`config.mk`:
```
export PLATFORM = sky130hd
export DESIGN_NAME = ddr_init_seq
export DESIGN_NICKNAME = d
export VERILOG_FILES = /design/src/rtl/ddr_init_seq_pkg.sv /design/src/rtl/ddr_mr_encode.sv /design/src/rtl/ddr_init_seq.sv
export SDC_FILE = /design/constraint.sdc
export NUM_CORES = 1
export LEC_CHECK = 0
export CORE_UTILIZATION = 55
export CTS_CLUSTER_SIZE = 40
export DETAILED_ROUTE_END_ITERATION = 6
export GPL_TIMING_DRIVEN = 0
export PLACE_DENSITY = 0.79
export SYNTH_ARGS = -nofsm -noshare
export SYNTH_HDL_FRONTEND = slang
export SYNTH_HIERARCHICAL = 1
export SYNTH_SLANG_ARGS = --single-unit
```
`constraint.sdc`:
```
create_clock -name i_cpu_ck -period 3.8 [get_ports i_cpu_ck]
set_input_delay 0.57 -clock i_cpu_ck [delete_from_list [all_inputs] [get_ports i_cpu_ck]]
set_output_delay 0.57 -clock i_cpu_ck [all_outputs]
set_load 0.02 [all_outputs]
```
`src/rtl/ddr_init_seq_pkg.sv`:
```
// Shared DDR4 init definitions: FSM states, MR indices, command encodings,
// output pin bundle and default JEDEC-style timing values in controller cycles.
package ddr_init_seq_pkg;

  localparam int unsigned ADDR_W = 18;
  localparam int unsigned CNT_W  = 16;

  localparam int unsigned T_RST_DEF = 20;
  localparam int unsigned T_CKE_DEF = 50;
  localparam int unsigned T_XPR_DEF = 10;
  localparam int unsigned T_MRD_DEF = 8;
  localparam int unsigned T_MOD_DEF = 24;
  localparam int unsigned T_ZQ_DEF  = 64;

  typedef enum logic [2:0] {
    RST_HOLD, CKE_WAIT, XPR_WAIT, MRS_ISSUE, MRS_WAIT, ZQ_ISSUE, ZQ_WAIT, DONE
  } init_state_e;

  typedef enum logic [2:0] {
    MR0 = 3'd0, MR1 = 3'd1, MR2 = 3'd2, MR3 = 3'd3, MR4 = 3'd4, MR5 = 3'd5, MR6 = 3'd6
  } mr_idx_e;

  typedef struct packed {
    logic cs_n;
    logic act_n;
    logic ras_n;
    logic cas_n;
    logic we_n;
  } cmd_t;

  localparam cmd_t CMD_DES  = cmd_t'(5'b11111);
  localparam cmd_t CMD_MRS  = cmd_t'(5'b01000);
  localparam cmd_t CMD_ZQCL = cmd_t'(5'b01110);

  typedef struct packed {
    logic              dimm_rst_n;
    logic              cke;
    cmd_t              cmd;
    logic [1:0]        bg;
    logic [1:0]        ba;
    logic [ADDR_W-1:0] addr;
    logic              init_done;
  } ddr_pins_t;

  localparam ddr_pins_t PINS_RST = '{
    dimm_rst_n: 1'b0, cke: 1'b0, cmd: CMD_DES, bg: 2'b00, ba: 2'b00,
    addr: '0, init_done: 1'b0
  };

  // Issue slot (0..6) to mode register: MR3, MR6, MR5, MR4, MR2, MR1, MR0.
  function automatic mr_idx_e mr_of_pos(input logic [2:0] pos);
    case (pos)
      3'd0:    return MR3;
      3'd1:    return MR6;
      3'd2:    return MR5;
      3'd3:    return MR4;
      3'd4:    return MR2;
      3'd5:    return MR1;
      default: return MR0;
    endcase
  endfunction

endpackage

```
`src/rtl/ddr_mr_encode.sv`:
```
// Combinational mapper from mode-register index to {bg, ba, addr} opcode,
// with the opcode fields fixed by the latency/burst/preamble parameters.
module ddr_mr_encode
  import ddr_init_seq_pkg::*;
#(
  parameter int         CAS_DLY      = 4,
  parameter int         WR_DLY       = 10,
  parameter int         AL_DLY       = 0,
  parameter logic [1:0] BURST_LENGTH = 2'b00,
  parameter logic       W_PRE        = 1'b1,
  parameter logic       R_PRE        = 1'b1
) (
  input  mr_idx_e           mr_idx_i,
  output logic [1:0]        bg_c,
  output logic [1:0]        ba_c,
  output logic [ADDR_W-1:0] addr_c
);

  localparam logic       AL_LEGAL = (AL_DLY == 0) || (AL_DLY == CAS_DLY - 1) ||
                                    (AL_DLY == CAS_DLY - 2);
  localparam logic [1:0] AL_CODE  = (AL_DLY == 0)           ? 2'b00 :
                                    (AL_DLY == CAS_DLY - 1) ? 2'b01 :
                                    (AL_DLY == CAS_DLY - 2) ? 2'b10 : 2'b00;
  localparam logic [2:0] CAS_CODE = 3'(CAS_DLY);
  localparam logic [2:0] WR_CODE  = 3'(WR_DLY - 9);

  logic [2:0] idx;
  assign idx = mr_idx_i;

  always_comb begin
    addr_c = '0;
    bg_c   = {1'b0, idx[2]};
    ba_c   = idx[1:0];
    case (mr_idx_i)
      MR0: begin
        addr_c[1:0] = BURST_LENGTH;
        addr_c[6:4] = CAS_CODE;
      end
      MR1: begin
        addr_c[0]   = 1'b1;
        addr_c[4:3] = AL_CODE;
      end
      MR2: addr_c[5:3] = WR_CODE;
      MR4: begin
        addr_c[11] = R_PRE;
        addr_c[12] = W_PRE;
      end
      default: ;
    endcase
  end

  // An unsupported additive latency falls back to AL=0; flag it when MR1 is formed.
  always_comb begin
    if (mr_idx_i == MR1) begin
      assert (AL_LEGAL) else $warning("ddr_mr_encode: illegal AL_DLY, MR1 AL encoded as 00");
    end
  end

endmodule

```
`src/rtl/ddr_init_seq.sv`:
```
// DDR4 power-up sequencer: reset/CKE timing, seven MRS writes, one ZQCL,
// then init_done. One down-counter times every wait; all pins are registered.
module ddr_init_seq
  import ddr_init_seq_pkg::*;
#(
  parameter int          CAS_DLY      = 4,
  parameter int          WR_DLY       = 10,
  parameter int          AL_DLY       = 0,
  parameter logic [1:0]  BURST_LENGTH = 2'b00,
  parameter logic        W_PRE        = 1'b1,
  parameter logic        R_PRE        = 1'b1,
  parameter int unsigned T_RST        = T_RST_DEF,
  parameter int unsigned T_CKE        = T_CKE_DEF,
  parameter int unsigned T_XPR        = T_XPR_DEF,
  parameter int unsigned T_MRD        = T_MRD_DEF,
  parameter int unsigned T_MOD        = T_MOD_DEF,
  parameter int unsigned T_ZQ         = T_ZQ_DEF
) (
  input  logic              i_cpu_ck,
  input  logic              reset_n,
  output logic              dimm_rst_n,
  output logic              cke,
  output logic              cs_n,
  output logic              act_n,
  output logic              ras_n,
  output logic              cas_n,
  output logic              we_n,
  output logic [1:0]        bg,
  output logic [1:0]        ba,
  output logic [ADDR_W-1:0] addr,
  output logic              init_done
);

  localparam logic [2:0] POS_MR0  = 3'd6;
  localparam logic [2:0] POS_DONE = 3'd7;

  init_state_e       state_q, state_d;
  logic [CNT_W-1:0]  cnt_q, cnt_d;
  logic [2:0]        pos_q, pos_d;
  logic              armed_q, armed_d;
  ddr_pins_t         pins_q, pins_d;

  logic [1:0]        enc_bg, enc_ba;
  logic [ADDR_W-1:0] enc_addr;
  logic [CNT_W-1:0]  cnt_dec;

  ddr_mr_encode #(
    .CAS_DLY      (CAS_DLY),
    .WR_DLY       (WR_DLY),
    .AL_DLY       (AL_DLY),
    .BURST_LENGTH (BURST_LENGTH),
    .W_PRE        (W_PRE),
    .R_PRE        (R_PRE)
  ) u_mr_encode (
    .mr_idx_i (mr_of_pos(pos_d)),
    .bg_c     (enc_bg),
    .ba_c     (enc_ba),
    .addr_c   (enc_addr)
  );

  assign cnt_dec = (cnt_q == '0) ? '0 : cnt_q - CNT_W'(1);

  // Next state / counter; the MRS spacing and T_MOD are timed from the issue cycle.
  always_comb begin
    state_d = state_q;
    cnt_d   = cnt_dec;
    pos_d   = pos_q;
    armed_d = armed_q;
    case (state_q)
      RST_HOLD: begin
        if (!armed_q) begin
          cnt_d   = CNT_W'(T_RST - 1);
          armed_d = 1'b1;
        end else if (cnt_q == '0) begin
          state_d = CKE_WAIT;
          cnt_d   = CNT_W'(T_CKE - 1);
        end
      end
      CKE_WAIT: if (cnt_q == '0) begin
        state_d = XPR_WAIT;
        cnt_d   = CNT_W'(T_XPR - 1);
      end
      XPR_WAIT: if (cnt_q == '0) begin
        state_d = MRS_ISSUE;
        cnt_d   = CNT_W'(T_MRD - 1);
      end
      MRS_ISSUE: begin
        state_d = MRS_WAIT;
        pos_d   = pos_q + 3'd1;
      end
      MRS_WAIT: if (cnt_q == '0) begin
        if (pos_q == POS_DONE) begin
          state_d = ZQ_ISSUE;
          cnt_d   = CNT_W'(T_ZQ - 1);
        end else begin
          state_d = MRS_ISSUE;
          cnt_d   = (pos_q == POS_MR0) ? CNT_W'(T_MOD - 1) : CNT_W'(T_MRD - 1);
        end
      end
      ZQ_ISSUE: state_d = ZQ_WAIT;
      ZQ_WAIT:  if (cnt_q == '0) state_d = DONE;
      DONE:     cnt_d = '0;
    endcase
  end

  // Pin values for the upcoming state, registered below.
  always_comb begin
    pins_d            = PINS_RST;
    pins_d.dimm_rst_n = (state_d != RST_HOLD);
    pins_d.cke        = (state_d != RST_HOLD) && (state_d != CKE_WAIT);
    pins_d.init_done  = (state_d == DONE);
    if (state_d == MRS_ISSUE) begin
      pins_d.cmd  = CMD_MRS;
      pins_d.bg   = enc_bg;
      pins_d.ba   = enc_ba;
      pins_d.addr = enc_addr;
    end else if (state_d == ZQ_ISSUE) begin
      pins_d.cmd      = CMD_ZQCL;
      pins_d.addr[10] = 1'b1;
    end
  end

  always_ff @(posedge i_cpu_ck or negedge reset_n) begin
    if (!reset_n) begin
      state_q <= RST_HOLD;
      cnt_q   <= '0;
      pos_q   <= '0;
      armed_q <= 1'b0;
      pins_q  <= PINS_RST;
    end else begin
      state_q <= state_d;
      cnt_q   <= cnt_d;
      pos_q   <= pos_d;
      armed_q <= armed_d;
      pins_q  <= pins_d;
    end
  end

  assign dimm_rst_n = pins_q.dimm_rst_n;
  assign cke        = pins_q.cke;
  assign cs_n       = pins_q.cmd.cs_n;
  assign act_n      = pins_q.cmd.act_n;
  assign ras_n      = pins_q.cmd.ras_n;
  assign cas_n      = pins_q.cmd.cas_n;
  assign we_n       = pins_q.cmd.we_n;
  assign bg         = pins_q.bg;
  assign ba         = pins_q.ba;
  assign addr       = pins_q.addr;
  assign init_done  = pins_q.init_done;

endmodule
```
==> reports/results.ini, run 1 <==
[power_and_ir_drop]
ir_worst_vdd_mv = 0.227
pwr_density_cell_nw_per_um2 = 300
leakage_nw = 1.50

[critical_path]
crit_path_start_kind = register
endpoint = addr[0]$_DFF_PN0_
arrival_ps = 2450
critPathKind = register to register
reg2regPathDepth = 7
r2r-start = cnt_q[0]$_DFF_PN0_
crit_required_ps = 4040
critPathLaunch = cnt_q[0]$_DFF_PN0_
r2r_slack_ps = 1580
cp_max_fo = 10
r2r-end = addr[0]$_DFF_PN0_
cp-end-kind = register

[cts]
clock_path_buffers = 2
cts_setup_buffers = 0
clock-root-buffer = clkbuf_8
cts_tree = done
cts_resized = 0
ctsHoldBuffers = 0
numCtsBuffers = 5
clock_latency_ps = 290
htree_levels = 2
clock-sinks = 50
clk_pin_slew_worst_paths_ps = 90

[sta]
slew_headroom = 0.405
layout_setup_ws_ps = 1580
worst_slew_pin_slew_ps = 884
hold_violations = 0
finalCriticalPeriod_ps = 2220
slew_violations = 0
setup_viol = 0
fin_skew_ps = 5.32
finalSetupTns_ps = 0
fmax_ghz = 0.451
finalCritPeriodShare = 0.584
rsz0062_at_grt = no

[placement]
io_buffers = 30
place_ws_ps = 1630
place_area_sq_um = 2960
hpwl_mm = 3.30
dp_cells = 349
gp_congestion = 0.857

[finish]
n_antenna_cell = 0
nets = 310
drive_gt1_frac = 0.154
areaGrowthSynthToFinish_pct = 21.2
finalNonFillerCells = 357
fill_cells = 327
fin_area_sq_um = 3070
layout_commonest_cell = dfrtp_1
final_cell_mix = dfrtp_1 (48), clkdlybuf4s50_1 (29), buf_4 (22), and3_1 (22)

[detailed_routing]
post_drt_wl_per_cell_microns = 12.9
drc = 0
dr.pass1.iters = 4
first_iter_violations = 91
totalWireLength_mm = 4.61
via_count = 1885
via_per_inst = 5.28
ant_nets = 0

[floorplanning]
fp-row-count = 24
die_h_microns = 69.8
core_area_sq_um = 4380
die_x_microns = 69.8
start_util = 0.577
ios = 32
dieArea_sq_um = 4870

[logic_synthesis]
ys_seq_area_frac = 0.496
synth_seq_cells = 50
synthArstFlopShare = 1.00
avgSynthCellArea_sq_um = 10.0
syn_area_sq_um = 2530
yosys_warnings = 6
synthCells = 253
netlist-cell-type-count = 48
synth-edff-count = 0
synth_ff_type = dfrtp_1

[global_route]
top_usage_layer = met2
met2_usage = 0.326
met3_usage = 0.0305
grt_overflow_total = 0
grt_usage = 0.203
first_global_vias = 1706
grt_use_met1 = 0.281
grt_first_pass_wirelength_mm = 7.92
grt_max_degree = 28
antenna_found_initial = 0

[hold_path]
min_path_type = input port to asynchronous set/reset pin

[run]
max-cap-violations = 0

[status]
status = finished, final reports clean

[registers in the layout, indices dropped and copies added, names as in the netlist]
signal      cells
bg              2
armed_q         1
cke             1
dimm_rst_n      1
ba              2
cas_n           1
pos_q           3
state_q         3
cs_n            1
cnt_q          16
addr           18
init_done       1
[through the flow]
step	utilization	total power, mW	hold slack, ps
floorplan	-	0.556	274
global placement	0.672	0.567	539
detailed placement	0.675	0.569	539
CTS	0.699	0.930	288
global route	0.699	0.953	315
finish	0.699	0.920	267
[cells in the mapped netlist (3+ instances only)]
| master | count | area, sq um |
|---|---|---|
| nor2_1 | 17 | 63.8 |
| and2_1 | 3 | 18.8 |
| o31ai_1 | 3 | 22.5 |
| ha_1 | 4 | 50.1 |
| xnor2_1 | 11 | 96.3 |
| nand2_1 | 17 | 63.8 |
| o21ai_0 | 11 | 55.1 |
| buf_4 | 22 | 165 |
| nor4_1 | 4 | 25.0 |
| clkbuf_1 | 7 | 26.3 |
| inv_1 | 8 | 30.0 |
| nor3b_1 | 4 | 30.0 |
| and3_1 | 22 | 138 |
| dfrtp_1 | 48 | 1200 |
| nand2b_1 | 5 | 31.3 |
| nor3_1 | 7 | 35.0 |
| a21oi_1 | 14 | 70.1 |
[logic make-up after synthesis]
kind of cell / count (synthesis) / share of synthesized area
and+or+nand+nor: 97 / 0.222
other: 2 / 0.00297
muxes: 2 / 0.0104
adders and majority gates: 4 / 0.0198
AOI/OAI and AO/OA: 44 / 0.109
buffers and inverters: 41 / 0.0955
xor gates and xnor gates: 13 / 0.0450
DFF: 50 / 0.496
[where the power goes]
| part | internal (mW) | switching (mW) |
|---|---|---|
| sequential | 0.532 | 0 |
| clock | 0.197 | 0.165 |
| combinational | 0.0123 | 0.0144 |
[critical path, stage by stage (launching register included)]
cell	delay, ps
dfrtp_1	400
inv_1	120
ha_1	190
nor4b_1	300
nand4_1	350
nor2_1	370
clkbuf_2	250
and3_1	180
[layout make-up]
| type | count | area (sq um) | area share |
|---|---|---|---|
| Clock inverter | 1 | 30.0 | 0.00980 |
| Multi-Input combinational cell | 175 | 1080 | 0.353 |
| Inverter | 8 | 30.0 | 0.00980 |
| Tap cell | 52 | 65.1 | 0.0212 |
| Timing Repair Buffer | 31 | 315 | 0.103 |
| Clock buffer | 7 | 76.3 | 0.0249 |
| Sequential cell | 50 | 1250 | 0.409 |
| Buffer | 33 | 211 | 0.0690 |
[worst min-delay path by stage]
stage	end	start	cells past startpoint	slack, ps
6_report	addr[14]$_DFF_PN0_	reset_n	1	270
5_1_grt	addr[14]$_DFF_PN0_	reset_n	1	310
4_1_cts	cnt_q[3]$_DFF_PN0_	reset_n	1	290
3_5_place_dp	cnt_q[14]$_DFF_PN0_	cnt_q[14]$_DFF_PN0_	2	540
3_3_place_gp	cnt_q[14]$_DFF_PN0_	cnt_q[14]$_DFF_PN0_	2	540
2_1_floorplan	addr[0]$_DFF_PN0_	reset_n	0	270
[metal layers]
| metal | vias to the layer above | share of wire |
|---|---|---|
| li1 | 937 | - |
| met1 | 902 | 0.47 |
| met2 | 40 | 0.48 |
| met3 | 6 | 0.035 |
| met4 | 0 | 0.013 |
| met5 | - | 0 |
No activity file was read; power rests on OpenSTA's default activity.
==> run 2: changes to the inputs <==
==> constraint.sdc (replaced) <==
create_clock -name i_cpu_ck -period 2.05 [get_ports i_cpu_ck]
set_input_delay 0.3075 -clock i_cpu_ck [delete_from_list [all_inputs] [get_ports i_cpu_ck]]
set_output_delay 0.3075 -clock i_cpu_ck [all_outputs]
set_load 0.02 [all_outputs]
==> run 2 against run 1 <==
  * The flow now finishes with violations (hold timing)
  * Critical path depth decreased by 1
  * Clock skew increased by 1.8 ps
  * Utilization increased by 2.3 points
  * Setup slack got worse by 1500 ps
  * Final area increased by 3.2%
  * Clock power increased by 88%
  * Register-to-register slack got worse by 1500 ps
  * Combinational power increased by 86%
  * Worst hold slack got worse by 270 ps
  * Flip-flop and latch count unchanged
  * Largest power group unchanged
  * Critical path type unchanged
  * Global-route usage increased by 0.50 points
==> reports/results.ini, run 2 (synthesis results as in run 1) <==
[status]
status = complete, but fails checks  ; was finished, final reports clean
violations = hold timing

[detailed_routing]
first_iter_violations = 151  ; was 91
post_drt_wl_per_cell_microns = 13.3  ; was 12.9 microns
drc = 0  ; unchanged
totalWireLength_mm = 4.79  ; was 4.61 mm
ant_nets = 0  ; unchanged
via_per_inst = 5.36  ; was 5.28
dr.pass1.iters = 4  ; unchanged
via_count = 1928  ; was 1,885

[finish]
nets = 313  ; was 310
largest_reg_flops = 18  ; unchanged
n_antenna_cell = 0  ; unchanged
finalNonFillerCells = 360  ; was 357
areaGrowthSynthToFinish_pct = 25.1  ; was 21.2%
final_cell_mix = dfrtp_1 (48), clkdlybuf4s50_1 (29), buf_4 (27), and3_1 (21)  ; was dfrtp_1 (48), clkdlybuf4s50_1 (29), buf_4 (22), and3_1 (22)
drive_gt1_frac = 0.214  ; was 0.154
layout_commonest_cell = dfrtp_1  ; unchanged

[critical_path]
crit_path_start_kind = register  ; unchanged
arrival_ps = 2210  ; was 2450 ps
cp-end-kind = register  ; unchanged
cp_top_family = simple AND/OR/NAND/NOR gates  ; unchanged
critPathKind = register to register  ; unchanged
cp_max_fo = 4  ; was 10
cp_slowest_stage_delay_ps = 550  ; was 400 ps
reg2regPathDepth = 6  ; was 7
crit_required_ps = 2290  ; was 4040 ps
crit_cells = 6  ; was 7
critPathBufInv = 1  ; was 2
crit_chain = inv_2 -> ha_2 -> or2b_4 -> or4_4 -> o221ai_2 -> and3_4  ; was inv_1 -> ha_1 -> nor4b_1 -> nand4_1 -> nor2_1 -> clkbuf_2 -> and3_1
cpMaxStageDelayCell = or4_4  ; was dfrtp_1

[global_route]
antenna_found_initial = 0  ; unchanged
grt_max_degree = 28  ; unchanged
grt_first_pass_wirelength_mm = 8.13  ; was 7.92 mm
grt_usage = 0.208  ; was 0.203
grt_overflow_total = 0  ; unchanged
first_global_vias = 1753  ; was 1,706

[sta]
finalCritPeriodShare = 0.960  ; was 0.584
fmax_ghz = 0.508  ; was 0.451 GHz
setup_viol = 0  ; unchanged
slew_headroom = 0.610  ; was 0.405
finalCriticalPeriod_ps = 1970  ; was 2220 ps
fin_skew_ps = 7.16  ; was 5.32 ps
slew_violations = 0  ; unchanged
whs_ps = -0.318  ; was 267 ps
hold_violations = 1  ; was 0
worst_slew_pin_slew_ps = 580  ; was 884 ps

[power_and_ir_drop]
pwr_density_cell_nw_per_um2 = 542  ; was 300 nW/um^2
leakage_nw = 1.53  ; was 1.50 nW
total_power_mw = 1.71  ; was 0.920 mW
ir_worst_vdd_mv = 0.417  ; was 0.227 mV

[floorplanning]
start_util = 0.577  ; unchanged
die_h_microns = 69.8  ; unchanged
fp-row-count = 24  ; unchanged
die_x_microns = 69.8  ; unchanged
dieArea_sq_um = 4870  ; unchanged
ios = 32  ; unchanged
core_area_sq_um = 4380  ; unchanged

[placement]
dp_cells = 349  ; unchanged
io_buffers = 30  ; unchanged
gp_congestion = 0.857  ; unchanged
hpwl_mm = 3.30  ; unchanged

[cts]
clk_pin_slew_worst_paths_ps = 90  ; about the same
clock_latency_ps = 300  ; was 290 ps
cts_tree = done  ; unchanged
numCtsBuffers = 5  ; unchanged
htree_levels = 2  ; unchanged
clock-root-buffer = clkbuf_8  ; unchanged
clock-sinks = 50  ; unchanged
clock_path_buffers = 2  ; unchanged

[run]
max-cap-violations = 0  ; unchanged

[hold_path]
min_path_type = input port to asynchronous set/reset pin  ; unchanged

[run 2: cell count changes in the layout (fill, tap and decap cells not counted), sizes merged]
cell    delta
buf        +5
clkbuf     -2
[run 2: final timing paths]
check,slack [ps],end,startpoint
setup / recovery,80,cnt_q[1]$_DFF_PN0_,cnt_q[0]$_DFF_PN0_
hold / removal,-0.3,addr[14]$_DFF_PN0_,reset_n
setup reg to reg,80,cnt_q[1]$_DFF_PN0_,cnt_q[0]$_DFF_PN0_
hold reg to reg,560,cnt_q[14]$_DFF_PN0_,cnt_q[14]$_DFF_PN0_
max in group asynchronous,1520,ba[0]$_DFF_PN0_,reset_n
min in group i_cpu_ck,560,cnt_q[14]$_DFF_PN0_,cnt_q[14]$_DFF_PN0_
[run 2: metal layers]
metal | global-route usage | routed length [microns] | vias to the layer above
li1 | - | - | 943
met1 | 0.283 | 2190 | 939
met2 | 0.338 | 2370 | 37
met3 | 0.0305 | 134 | 9
met4 | 0.0800 | 85 | 0
met5 | 0 | 0 | -
[run 2: layout make-up]
class | count | area, sq um
Sequential cell | 50 | 1250
Fill cell | 311 | 1220
Multi-Input combinational cell | 175 | 1150
Timing Repair Buffer | 36 | 353
Buffer | 31 | 205
Clock buffer | 7 | 76.3
Tap cell | 52 | 65.1
Clock inverter | 1 | 30.0
Inverter | 8 | 30.0
[run 2: worst reg2reg max path, cell delays in order, from the launching register on]
cell and delay, ps:
dfrtp_1 410, inv_2 90, ha_2 190, or2b_4 280, or4_4 550, o221ai_2 200
and3_4 210
[run 2: through the flow]
stage | worst slack [ps] | cell area (sq um) | hold WS (ps) | setup TNS [ps] | utilization
3_3_place_gp | -752 | 2940 | 539 | -36910 | 0.672
2_1_floorplan | 149 | 2580 | 11.9 | 0 | -
6_report | 81.4 | 3160 | -0.318 | 0 | 0.722
4_1_cts | 22.4 | 3090 | 25.6 | 0 | 0.705
5_1_grt | -0.166 | 3160 | 48.3 | -0.166 | 0.722
3_5_place_dp | -117 | 2960 | 345 | -775 | 0.675
[run 2: where the power goes]
group / switching [mW] / internal [mW]
clock network: 0.314 / 0.365
registers: 0 / 0.985
logic: 0.0267 / 0.0227
[run 2: repair_timing]
item | 4_1_cts | 5_1_grt
hold buffers | 0 | 0
setup buffers | 1 | 4
gates cloned | 0 | 0
gates resized for setup | 4 | 14
pin swaps | 1 | 3
setup endpoints to repair | 19 | 19
